--- src/rtl/pulse_sched.sv ---
`default_nettype none
// +--------------------------------------------------------------------------+
// | pulse_sched: time-triggered pulse command queue; define                  |
// | PULSE_SCHED_LATE_DROP_EN to drop late entries instead of issuing them.   |
// | Revision: 1.0                                                            |
// +--------------------------------------------------------------------------+
module pulse_sched #(
  parameter int CMD_WIDTH  = 79,
  parameter int TIME_WIDTH = 32,
  parameter int DEPTH      = 8
) (
  input  logic                    clk,
  input  logic                    reset,
  input  logic [CMD_WIDTH-1:0]    cmd_in,
  input  logic [TIME_WIDTH-1:0]   cmd_time,
  input  logic                    cmd_valid,
  output logic                    cmd_ready,
  input  logic                    run,
  input  logic                    timer_clr,
  input  logic                    flush,
  input  logic                    late_clr,
  output logic [CMD_WIDTH-1:0]    pulse_cmd_out,
  output logic                    pulse_write_en,
  output logic                    cstrobe_out,
  output logic                    late_err,
  output logic [$clog2(DEPTH):0]  count,
  output logic [TIME_WIDTH-1:0]   timer
);

  localparam int c_PTR_W = $clog2(DEPTH);
  localparam int c_CNT_W = c_PTR_W + 1;
  localparam logic [c_CNT_W-1:0] c_DEPTH_CNT = c_CNT_W'(DEPTH);
  localparam logic [c_CNT_W-1:0] c_ONE_CNT   = c_CNT_W'(1);

  localparam logic [0:0] S_IDLE = 1'b0;
  localparam logic [0:0] S_WAIT = 1'b1;

`ifdef PULSE_SCHED_LATE_DROP_EN
  localparam bit c_LATE_DROP = 1'b1;
`else
  localparam bit c_LATE_DROP = 1'b0;
`endif

  logic [CMD_WIDTH-1:0]  r_mem_cmd  [DEPTH];
  logic [TIME_WIDTH-1:0] r_mem_time [DEPTH];
  logic [c_PTR_W-1:0]    r_wr_ptr;
  logic [c_PTR_W-1:0]    r_rd_ptr;
  logic [c_CNT_W-1:0]    r_count;
  logic [TIME_WIDTH-1:0] r_timer;
  logic [0:0]            r_state;
  logic [0:0]            w_state_next;
  logic [CMD_WIDTH-1:0]  r_cmd_out;
  logic                  r_write_en;
  logic                  r_late_err;

  logic                  w_push;
  logic                  w_pop;
  logic                  w_cmp_en;
  logic                  w_match;
  logic                  w_late;
  logic                  w_issue;
  logic [TIME_WIDTH-1:0] w_diff;
  logic [CMD_WIDTH-1:0]  w_head_cmd;
  logic [TIME_WIDTH-1:0] w_head_time;

  // Ready is forced low during reset and whenever a flush is in progress.
  assign cmd_ready   = !reset && (r_count < c_DEPTH_CNT) && !flush;
  assign w_push      = cmd_valid && cmd_ready;
  assign w_head_cmd  = r_mem_cmd[r_rd_ptr];
  assign w_head_time = r_mem_time[r_rd_ptr];

  always_ff @(posedge clk) begin
    if (w_push) begin
      r_mem_cmd[r_wr_ptr]  <= cmd_in;
      r_mem_time[r_wr_ptr] <= cmd_time;
    end
  end

  always_ff @(posedge clk or posedge reset) begin
    if (reset) begin
      r_wr_ptr <= '0;
      r_rd_ptr <= '0;
      r_count  <= '0;
    end else if (flush) begin
      r_wr_ptr <= '0;
      r_rd_ptr <= '0;
      r_count  <= '0;
    end else begin
      if (w_push) r_wr_ptr <= r_wr_ptr + c_PTR_W'(1);
      if (w_pop)  r_rd_ptr <= r_rd_ptr + c_PTR_W'(1);
      r_count <= r_count + c_CNT_W'(w_push) - c_CNT_W'(w_pop);
    end
  end

  always_ff @(posedge clk or posedge reset) begin
    if (reset)          r_timer <= '0;
    else if (timer_clr) r_timer <= '0;
    else if (run)       r_timer <= r_timer + TIME_WIDTH'(1);
  end

  always_ff @(posedge clk or posedge reset) begin
    if (reset) r_state <= S_IDLE;
    else       r_state <= w_state_next;
  end

  always_comb begin
    w_state_next = r_state;
    case (r_state)
      S_IDLE: if (w_push) w_state_next = S_WAIT;
      S_WAIT: begin
        if (flush) w_state_next = S_IDLE;
        else if (w_pop && !w_push && (r_count == c_ONE_CNT)) w_state_next = S_IDLE;
      end
      default: w_state_next = S_IDLE;
    endcase
  end

  // Modular distance to the head time; an MSB of 1 means the time is past.
  always_comb begin
    w_cmp_en = (r_state == S_WAIT) && run && !flush;
    w_diff   = w_head_time - r_timer;
    w_match  = w_cmp_en && (w_diff == '0);
    w_late   = w_cmp_en && w_diff[TIME_WIDTH-1];
    w_pop    = w_match || w_late;
    w_issue  = w_match || (w_late && !c_LATE_DROP);
  end

  always_ff @(posedge clk or posedge reset) begin
    if (reset) begin
      r_write_en <= 1'b0;
      r_cmd_out  <= '0;
      r_late_err <= 1'b0;
    end else begin
      r_write_en <= w_issue;
      if (w_issue) r_cmd_out <= w_head_cmd;
      if (w_late)        r_late_err <= 1'b1;
      else if (late_clr) r_late_err <= 1'b0;
    end
  end

  assign pulse_cmd_out  = r_cmd_out;
  assign pulse_write_en = r_write_en;
  assign cstrobe_out    = r_write_en;
  assign late_err       = r_late_err;
  assign count          = r_count;
  assign timer          = r_timer;

endmodule
`default_nettype wire

--- config.mk ---
export PLATFORM = sky130hd
export DESIGN_NAME = pulse_sched
export DESIGN_NICKNAME = d
export VERILOG_FILES = /design/src/rtl/pulse_sched.sv
export SDC_FILE = /design/constraint.sdc
export NUM_CORES = 1
export LEC_CHECK = 0
export CORE_MARGIN = 4
export CORE_UTILIZATION = 50
export DETAILED_ROUTE_END_ITERATION = 12
export GPL_TIMING_DRIVEN = 0
export PLACE_DENSITY = 0.74
export REMOVE_ABC_BUFFERS = 1
export SLEW_MARGIN = 10
export SYNTH_ARGS = -nofsm -noshare
export SYNTH_HDL_FRONTEND = slang
export SYNTH_SLANG_ARGS = --single-unit
--- constraint.sdc ---
create_clock -name clk -period 14.3 [get_ports clk]
set_input_delay 2.145 -clock clk [delete_from_list [all_inputs] [get_ports clk]]
set_output_delay 2.145 -clock clk [all_outputs]
set_load 0.02 [all_outputs]
==> flow_metrics.tcl, run 1 <==
set metrics [dict create \
    dr.pass1.iters 5 \
    netSwitchingPower_mw 2.21 \
    crit_path_end "count[2]" \
    drcViolationCount 0 \
    critPathCaptureType "register" \
    ys_seq_area_share_pct 72.7 \
    netlist_area_mm2 0.0409 \
    track_usage_pct 20.5 \
    wl_met3_um 4970 \
    netSwitchingFraction_pct 26.9 \
    gp_congestion 0.839 \
    syn_to_final_growth_pct 20.6 \
    die_h_um 294 \
    tns_ns 0 \
    dieArea_mm2 0.0865 \
    synth_top_area_share_pct 65.2 \
    drt-total-wl_um 88100 \
    synth_area_leaders "edfxtp_1 (65%), mux4_2 (12%), dfrtp_1 (7.6%), mux2_2 (3.0%), mux2_4 (2.9%)" \
    finalSetupViolCount 0 \
    drive_above_1_share_pct 28.3 \
    synth_cell_types 77 \
    clkTransAtPathRegs_ns 0.06 \
    cts_resized 0 \
    cts_sinks 1012 \
    fin_crit_ns 6.97 \
    synthFlopType "edfxtp_1" \
    clk-insertion-delay-late_ns 0.66 \
    ir_worst_vdd_mv 0.131 \
    vias 20367 \
    cp.arrival_ns 7.49 \
    postCtsHoldBufs 0 \
    synthTopCellsByCount "edfxtp_1 (888), mux4_2 (222), dfrtp_1 (124)" \
    fmax_mhz 144 \
    ant_nets 0 \
    dp_hpwl_um 56500 \
    path_max_fanout 38 \
    grt_pass1_wl_um 134000 \
    grt_pass1_vias 21543 \
    timing_worst_setup_path_type "register to register" \
    intPower_mw 6.00 \
    holdCritPathClass "register to register" \
    final_nets 2519 \
    worstSetupStartpoint "r_rd_ptr[0]" \
    synth_warnings 0 \
    fin_util_pct 61.1 \
    start_kind "register" \
    io_buffers 236 \
    postCtsSetupBuffers 0 \
    place_area_mm2 0.0459 \
    vias_per_cell 5.80 \
    outcome "completed" \
    post-route-period-util_pct 48.7 \
    async_flop_share_pct 12.3 \
    pwr-share-clk_pct 32.8 \
    synth_edf_count 888 \
    syn_area_per_cell_um2 20.2 \
    die-width_um 294 \
    fp.coreArea_mm2 0.0808 \
    grt_max_degree 73 \
    slew_violations 0 \
    power-per-cell-area_mw_per_mm2 166 \
    route.met2.wl_um 44100 \
    met1_length_um 36600 \
    clk_path_buf_depth 3 \
    rsz0062_at_grt "false" \
    wire_per_inst_um 25.1 \
    cts_tree "done" \
    n_fill_cell 5540 \
    max-slew-margin-rel_pct 40.6 \
    drt-initial-drc-count 1388 \
    globalRouteOverflowTotal 0 \
    highest_layer "met5" \
    start_util_pct 50.6 \
    cts_made_buffers 101 \
    power_frac_seq_pct 42.6 \
    h-tree-depth 3 \
    combPwrFrac_pct 24.6 \
    ys_ff_latch 1012 \
    max_slew.worst_pin.slew_ns 0.886 \
    rows 104 \
    p_leak_nw 16.4 \
    rr_worst_depth 21 \
    synthCells 2022 \
    r2r_slack_ns 7.33 \
    yosys.cell_count.top_type "edfxtp_1" \
    r2r_end "count[2]" \
    critPathRequiredTime_ns 14.82 \
    yosysTopAreaCell "edfxtp_1" \
    hold_viol_final 0 \
    io_pins 237 \
    stdcell_area_mm2 0.0494 \
    antenna_found_initial 7 \
    fin_skew_ns 0.0382 \
    cts.root.buffer_cell "clkbuf_16" \
    r2r-start "r_rd_ptr[0]" \
    max_cap_violations 0 \
]
-- worst max-delay path: stages (launching register included) --
cell      delay (ns)
dfrtp_4         0.56
buf_16          0.31
buf_16          0.31
mux4_2          0.53
mux2_2          0.30
ha_1            0.34
o211ai_2        0.09
a21oi_2         0.08
o31ai_2         0.38
a31oi_1         0.22
o31ai_1         0.50
mux2_2          0.39
o311ai_1        0.55
nor4_4          0.15
a21boi_4        0.72
inv_1           0.14
ha_1            0.32
inv_1           0.04
ha_1            0.19
fa_1            0.39
xnor2_1         0.18
nor2_1          0.06
-- flip-flops by register name (all words and copies together) (netlist names) --
| name | flops |
|---|---|
| pulse_cmd_out | 79 |
| cstrobe_out | 1 |
| late_err | 1 |
| r_wr_ptr | 3 |
| r_mem_time | 256 |
| r_rd_ptr | 3 |
| count | 4 |
| r_mem_cmd | 632 |
| r_state | 1 |
| timer | 32 |
-- cells in the final DEF, fill, tap and decap left out, drive strengths merged, types with 5 or more instances in the layout --
| cell type | Yosys | final |
|---|---|---|
| clkbuf | 49 | 135 |
| dfrtp | 124 | 124 |
| nor2b | 9 | 9 |
| o21a | 7 | 7 |
| clkinv | 0 | 37 |
| or3 | 12 | 12 |
| nand3 | 16 | 16 |
| clkinvlp | 0 | 5 |
| and3 | 5 | 5 |
| o21ai | 36 | 36 |
| xor2 | 6 | 6 |
| a21oi | 44 | 44 |
| nor4 | 5 | 5 |
| nor2 | 70 | 70 |
| mux4 | 222 | 222 |
| nor3 | 17 | 17 |
| clkdlybuf4s50 | 0 | 235 |
| edfxtp | 888 | 888 |
| nand4 | 18 | 18 |
| inv | 49 | 53 |
| buf | 41 | 91 |
| nand2b | 16 | 16 |
| o211ai | 6 | 6 |
| mux2i | 8 | 8 |
| ha | 39 | 39 |
| and2 | 6 | 6 |
| mux2 | 189 | 189 |
| bufinv | 0 | 10 |
| nand2 | 48 | 48 |
| xnor2 | 33 | 33 |
-- cells by family after synthesis --
family	after synthesis	synth area share [%]
fa+ha+maj	40	1.24
flops	1012	72.7
xor+xnor	39	0.835
simple gates	235	2.88
compound gates	138	2.30
buf+inv	139	1.68
mux	419	18.3
-- metrics by stage --
| stage | std cells | setup WS, ns | power [mW] | hold WS, ns |
|---|---|---|---|---|
| after global placement | 3228 | -9.57 | 5.83 | 0.495 |
| after CTS | 3509 | 7.31 | 8.29 | 0.511 |
| after floorplan | 1932 | -2.32 | 5.06 | 0.458 |
| final | 3513 | 7.33 | 8.20 | 0.509 |
| after global routing | 3510 | 6.94 | 8.55 | 0.520 |
| after detailed placement | 3318 | 7.32 | 5.59 | 0.493 |
-- power groups by stage --
stage | logic, mW | registers, mW | clock network [mW]
6_report | 2.02 | 3.50 | 2.69
2_1_floorplan | 1.27 | 3.78 | 0
3_3_place_gp | 2.06 | 3.77 | 0
4_1_cts | 2.04 | 3.50 | 2.74
3_5_place_dp | 2.03 | 3.56 | 0
5_1_grt | 2.16 | 3.51 | 2.88
-- layer usage --
layer	global-route usage (%)	up-vias
met5	0	-
met4	6.28	4
met3	3.89	152
met2	34.4	570
met1	27.5	10743
li1	-	8898
-- worst min path at each step --
stage	startpoint	endpoint	cells past startpoint
after detailed placement	pulse_cmd_out[24]	pulse_cmd_out[24]	1
after floorplan	r_state	r_state	1
after global placement	pulse_cmd_out[56]	pulse_cmd_out[56]	1
final	pulse_cmd_out[49]	pulse_cmd_out[49]	1
after global routing	pulse_cmd_out[49]	pulse_cmd_out[49]	1
after CTS	pulse_cmd_out[49]	pulse_cmd_out[49]	1
-- final cells by class --
type	count	area, um^2	share of cell area, %
Antenna cell	4	10.0	0.0203
Clock buffer	135	2810	5.69
Clock inverter	56	649	1.32
Inverter	49	191	0.388
Multi-Input combinational cell	871	10500	21.3
Sequential cell	1012	29800	60.3
Tap cell	1060	1330	2.69
Timing Repair Buffer	326	4060	8.22
(Power assumes the default switching activity.)
==> run 2, diff against run 1 <==
--- a/config.mk
+++ b/config.mk
@@ -9,7 +9,7 @@
 export CORE_UTILIZATION = 50
 export DETAILED_ROUTE_END_ITERATION = 12
 export GPL_TIMING_DRIVEN = 0
-export PLACE_DENSITY = 0.74
+export PLACE_DENSITY = 0.76
 export REMOVE_ABC_BUFFERS = 1
 export SLEW_MARGIN = 10
 export SYNTH_ARGS = -nofsm -noshare
==> constraint.sdc (replaced) <==
create_clock -name clk -period 6.1 [get_ports clk]
set_input_delay 0.915 -clock clk [delete_from_list [all_inputs] [get_ports clk]]
set_output_delay 0.915 -clock clk [all_outputs]
set_load 0.02 [all_outputs]
==> run 2 against run 1 <==
  * Sequential share of layout area shrank 0.31 points
  * Design area grew 0.52%
  * Critical path depth is the same
  * Power grew 140%
  * Sequential power grew 130%
  * Worst hold slack gained 0.0015 ns
  * Cell count grew 0.43%
  * Via count grew 1.3%
  * Combinational power grew 150%
  * Die area is the same
  * Worst setup slack lost 7.1 ns
  * Largest power group unchanged
==> flow_metrics.tcl, run 2 (synthesis gave the netlist of run 1 again) <==
set metrics [dict create \
    cts.root.buffer_cell "clkbuf_16" \
    fin_skew_ns 0.0444 \
    crit_path_end "count[2]" \
    met1_length_um 38400 \
    io_buffers 236 \
    max-slew-margin-rel_pct 49.6 \
    fp.coreArea_mm2 0.0808 \
    drcViolationCount 0 \
    path_max_fanout 18 \
    power-per-cell-area_mw_per_mm2 394 \
    drive_above_1_share_pct 29.3 \
    register_area_mm2 0.0298 \
    vias_per_cell 5.85 \
    worstSetupStartpoint "r_rd_ptr[0]" \
    r2r-start "r_rd_ptr[0]" \
    die_h_um 294 \
    critPathRequiredTime_ns 6.61 \
    antenna_found_initial 9 \
    final_common_cell "edfxtp_1" \
    timing_worst_setup_path_type "register to register" \
    total_power_mw 19.5 \
    hold_viol_final 0 \
    hold_path_startpoint "pulse_cmd_out[15]" \
    max_cap_violations 0 \
    r2r_slack_ns 0.25 \
    regMostFlops "r_mem_cmd" \
    wl_met3_um 5750 \
    syn_to_final_growth_pct 21.2 \
    io_pins 237 \
    clkTransAtPathRegs_ns 0.06 \
    slew_violations 0 \
    place_area_mm2 0.0458 \
    ant_nets 0 \
    critPathCaptureType "register" \
    outcome "completed" \
    gp_congestion 0.827 \
    route.met2.wl_um 46100 \
    cts_tree "done" \
    rows 104 \
    dpl.cell_count 3317 \
    wire_per_inst_um 26.1 \
    drt-total-wl_um 92100 \
    whs_ns 0.510 \
    clk-insertion-delay-late_ns 0.68 \
    stdcell_count 3528 \
    cp.arrival_ns 6.36 \
    r2r_end "count[2]" \
    largest_reg_flops 632 \
    post-route-period-util_pct 95.9 \
    fmax_mhz 171 \
    holdCritPathClass "register to register" \
    drt-initial-drc-count 1772 \
    fin_crit_ns 5.85 \
    start_kind "register" \
    tns_ns 0 \
    stdcell_area_mm2 0.0496 \
    start_util_pct 50.6 \
    highest_layer "met5" \
    dieArea_mm2 0.0865 \
    n_fill_cell 5520 \
    postCtsHoldBufs 0 \
    ir_worst_vdd_mv 0.384 \
    vias 20635 \
    finalSetupViolCount 0 \
    track_usage_pct 21.3 \
    max_slew.worst_pin.slew_ns 0.754 \
    clk_path_buf_depth 3 \
    grt_pass1_wl_um 139000 \
    rr_worst_depth 21 \
    cts_made_buffers 100 \
    h-tree-depth 3 \
    grt_max_degree 67 \
    final_cell_mix "edfxtp_1 (888), clkdlybuf4s50_1 (235), mux4_2 (222), dfrtp_1 (121), mux2_2 (110)" \
    globalRouteOverflowTotal 0 \
    final_nets 2533 \
    dp_hpwl_um 57800 \
    multiInputGateArea_mm2 0.0106 \
    dr.pass1.iters 6 \
    grt_pass1_vias 21886 \
    cts_sinks 1012 \
    die-width_um 294 \
    p_leak_nw 16.5 \
]
[run 2: changes by cell type in the layout (fill, tap and decap cells not counted), sizes merged]
cell	delta
buf	+11
bufinv	+1
clkinvlp	+3
inv	-3
clkbuf	+4
diode	+3
bufbuf	+2
clkinv	-6
[run 2: layer usage]
| metal | vias to the layer above | global-route usage (%) |
|---|---|---|
| li1 | 8917 | - |
| met4 | 8 | 5.29 |
| met3 | 131 | 4.05 |
| met2 | 684 | 35.7 |
| met5 | - | 0 |
| met1 | 10895 | 29.4 |
[run 2: worst max-delay path: stages, from the launching register on]
cell	delay [ns]
dfrtp_4	0.52
buf_16	0.22
buf_16	0.21
mux4_2	0.50
mux2_2	0.32
ha_1	0.40
a211o_1	0.36
a21oi_1	0.21
a211o_1	0.16
a31oi_1	0.08
o31ai_2	0.35
mux2_2	0.40
o311ai_4	0.28
nor4_4	0.09
a21boi_4	0.27
inv_1	0.13
ha_1	0.30
inv_1	0.04
ha_1	0.20
fa_1	0.39
xnor2_1	0.16
nor2_1	0.05
[run 2: final cells by class]
cell class	instances	share of cell area (%)
well taps	1060	2.67
repair buffers	341	8.44
clock buffers	137	5.63
inverters	49	0.386
flip-flops and latches	1012	60.0
multi-input cells	871	21.4
diodes	7	0.0353
clock inverters	51	1.42
[run 2: metrics by stage]
stage / utilization, % / worst slack [ns]
after CTS: 61.2 / 0.0463
after global routing: 61.4 / -0.0778
after global placement: 54.6 / -17.63
after detailed placement: 56.7 / -0.809
after floorplan: - / -10.52
final: 61.4 / 0.251
[run 2: worst min path at each step]
stage,end,slack (ns),cells past startpoint
floorplan,r_state,0.46,1
global placement,pulse_cmd_out[24],0.49,1
detailed placement,pulse_cmd_out[32],0.49,1
CTS,r_state,0.50,1
global route,pulse_cmd_out[60],0.52,1
finish,pulse_cmd_out[15],0.51,1
[run 2: report_power, final]
group          leakage (nW)  internal, mW  switching [mW]
clock network          1.69          3.72            2.63
logic                  5.22          2.61            2.43
registers              9.61          7.89           0.279
total                  16.5          14.2            5.34
[run 2: what timing repair did]
action                                  4_1_cts  5_1_grt
hold endpoints to repair                      0        0
cloned                                        2        2
buffers inserted                              5        7
pin swaps                                     1        2
endpoints found under the setup margin       84        3
gates resized for setup                       4       11
==> RTL change, RTL diff (settings of run 2) <==
Build with the macro `PULSE_SCHED_LATE_DROP_EN` defined.
--- a/src/rtl/pulse_sched.sv
+++ b/src/rtl/pulse_sched.sv
@@ -5,4 +5,6 @@
 // | Revision: 1.0                                                            |
 // +--------------------------------------------------------------------------+
+`define PULSE_SCHED_LATE_DROP_EN
+
 module pulse_sched #(
   parameter int CMD_WIDTH  = 79,
Behaviour: not the same (a bounded check fails within 4 cycles, from zero or initial values and one cycle with reset high).
==> RTL change against run 2 <==
  * Area after synthesis fell by 1.0%
  * Wire length increased by 4.0%
  * Sequential share of layout area is 0.63 points higher
  * Sequential cell count did not move
  * Utilization fell by 0.34 points
  * Design area fell by 1.0%
  * First-iteration DRC count grew 8.1%
  * Setup slack worse by 34 ps
Power is not compared: it rests on default switching activity, and its combinational part moved more than twofold at a synthesized area within 25%.
==> RTL change: results <==
export IMPL_synth_common_cells="888 x edfxtp_1, 222 x mux4_2, 137 x nand2_1, 124 x dfrtp_1, 85 x mux2i_1"
export IMPL_grt_max_degree=84
export IMPL_syn_inst=2163
export IMPL_worstSkewPairLatency_ps=660
export IMPL_hp_start="pulse_cmd_out[66]$_DFFE_PP0P_"
export IMPL_worstPathArrival_ps=6390
export IMPL_finalWirelength_mm=95.8
export IMPL_post_route_min_period_ps=5880
export IMPL_dpl_worst_slack_ps=-1170
export IMPL_finish_instance_area_sq_um=49100
export IMPL_placed_area_sq_um=45200
export IMPL_multi_input_area_share=0.210
export IMPL_use_met2=0.362
export IMPL_clock_skew_ps=23.6
export IMPL_first_iter_violations=1916
export IMPL_cts_made_buffers=99
export IMPL_multi_input_gates=998
export IMPL_drive_gt1_frac=0.214
export IMPL_dr_wl_met2_mm=47.3
export IMPL_min_path_cells=2
export IMPL_synthTopCellsByArea="edfxtp_1 66%, mux4_2 12%, dfrtp_1 7.7%, mux2i_1 2.1%, nand2_1 1.3%"
export IMPL_place_inst=3437
export IMPL_place_hpwl_mm=58.7
export IMPL_gp_congestion=0.867
export IMPL_routed_via_density=5.89
export IMPL_crit_fanout=13
export IMPL_inv_count=52
export IMPL_final_clk_cell_share=0.0675
export IMPL_syn_area_sq_um=40500
export IMPL_grt_pass1_wl_mm=143
export IMPL_routed_wl_met3_mm=6.02
export IMPL_antenna_found_initial=6
export IMPL_post_cts_resized=13
export IMPL_grt_pass1_vias=22100
export IMPL_status="finished, final reports clean"
export IMPL_met1_usage=0.310
export IMPL_clock_buffers=134
export IMPL_grt_total_usage=0.222
export IMPL_r2r_slack_ps=220
export IMPL_min_delay_worst_endpoint="pulse_cmd_out[66]$_DFFE_PP0P_"
export IMPL_grtUsageMet3=0.0420
export IMPL_seq_area_frac_synth=0.735
export IMPL_diodes=4
export IMPL_wl_met1_mm=40.1
==> RTL change: logic make-up (layout without fill, tap and decap cells) <==
family                   Yosys count  count (layout)  synth area share
buffers and inverters            155             579            0.0154
adder cells (fa/ha/maj)           40              40            0.0125
multiplexers                     338             338             0.153
XOR/XNOR                          36              36           0.00779
flip-flops                      1012            1012             0.735
other                              0               4                 0
AO/OA/AOI/OAI                    238             238            0.0362
AND/OR/NAND/NOR                  344             346            0.0400
==> RTL change: critical path, stage by stage (launching register included) <==
cell,delay (ps)
dfrtp_4,480
buf_16,170
buf_16,180
mux4_2,520
mux2_2,340
ha_2,390
nand4_1,110
o211ai_1,370
buf_4,190
buf_4,110
xor2_1,60
o211ai_1,300
o21ai_0,190
a2111oi_2,370
nand4_1,200
or4b_4,590
nand2_2,110
ha_1,230
inv_1,50
ha_1,180
fa_1,420
nor2b_1,140
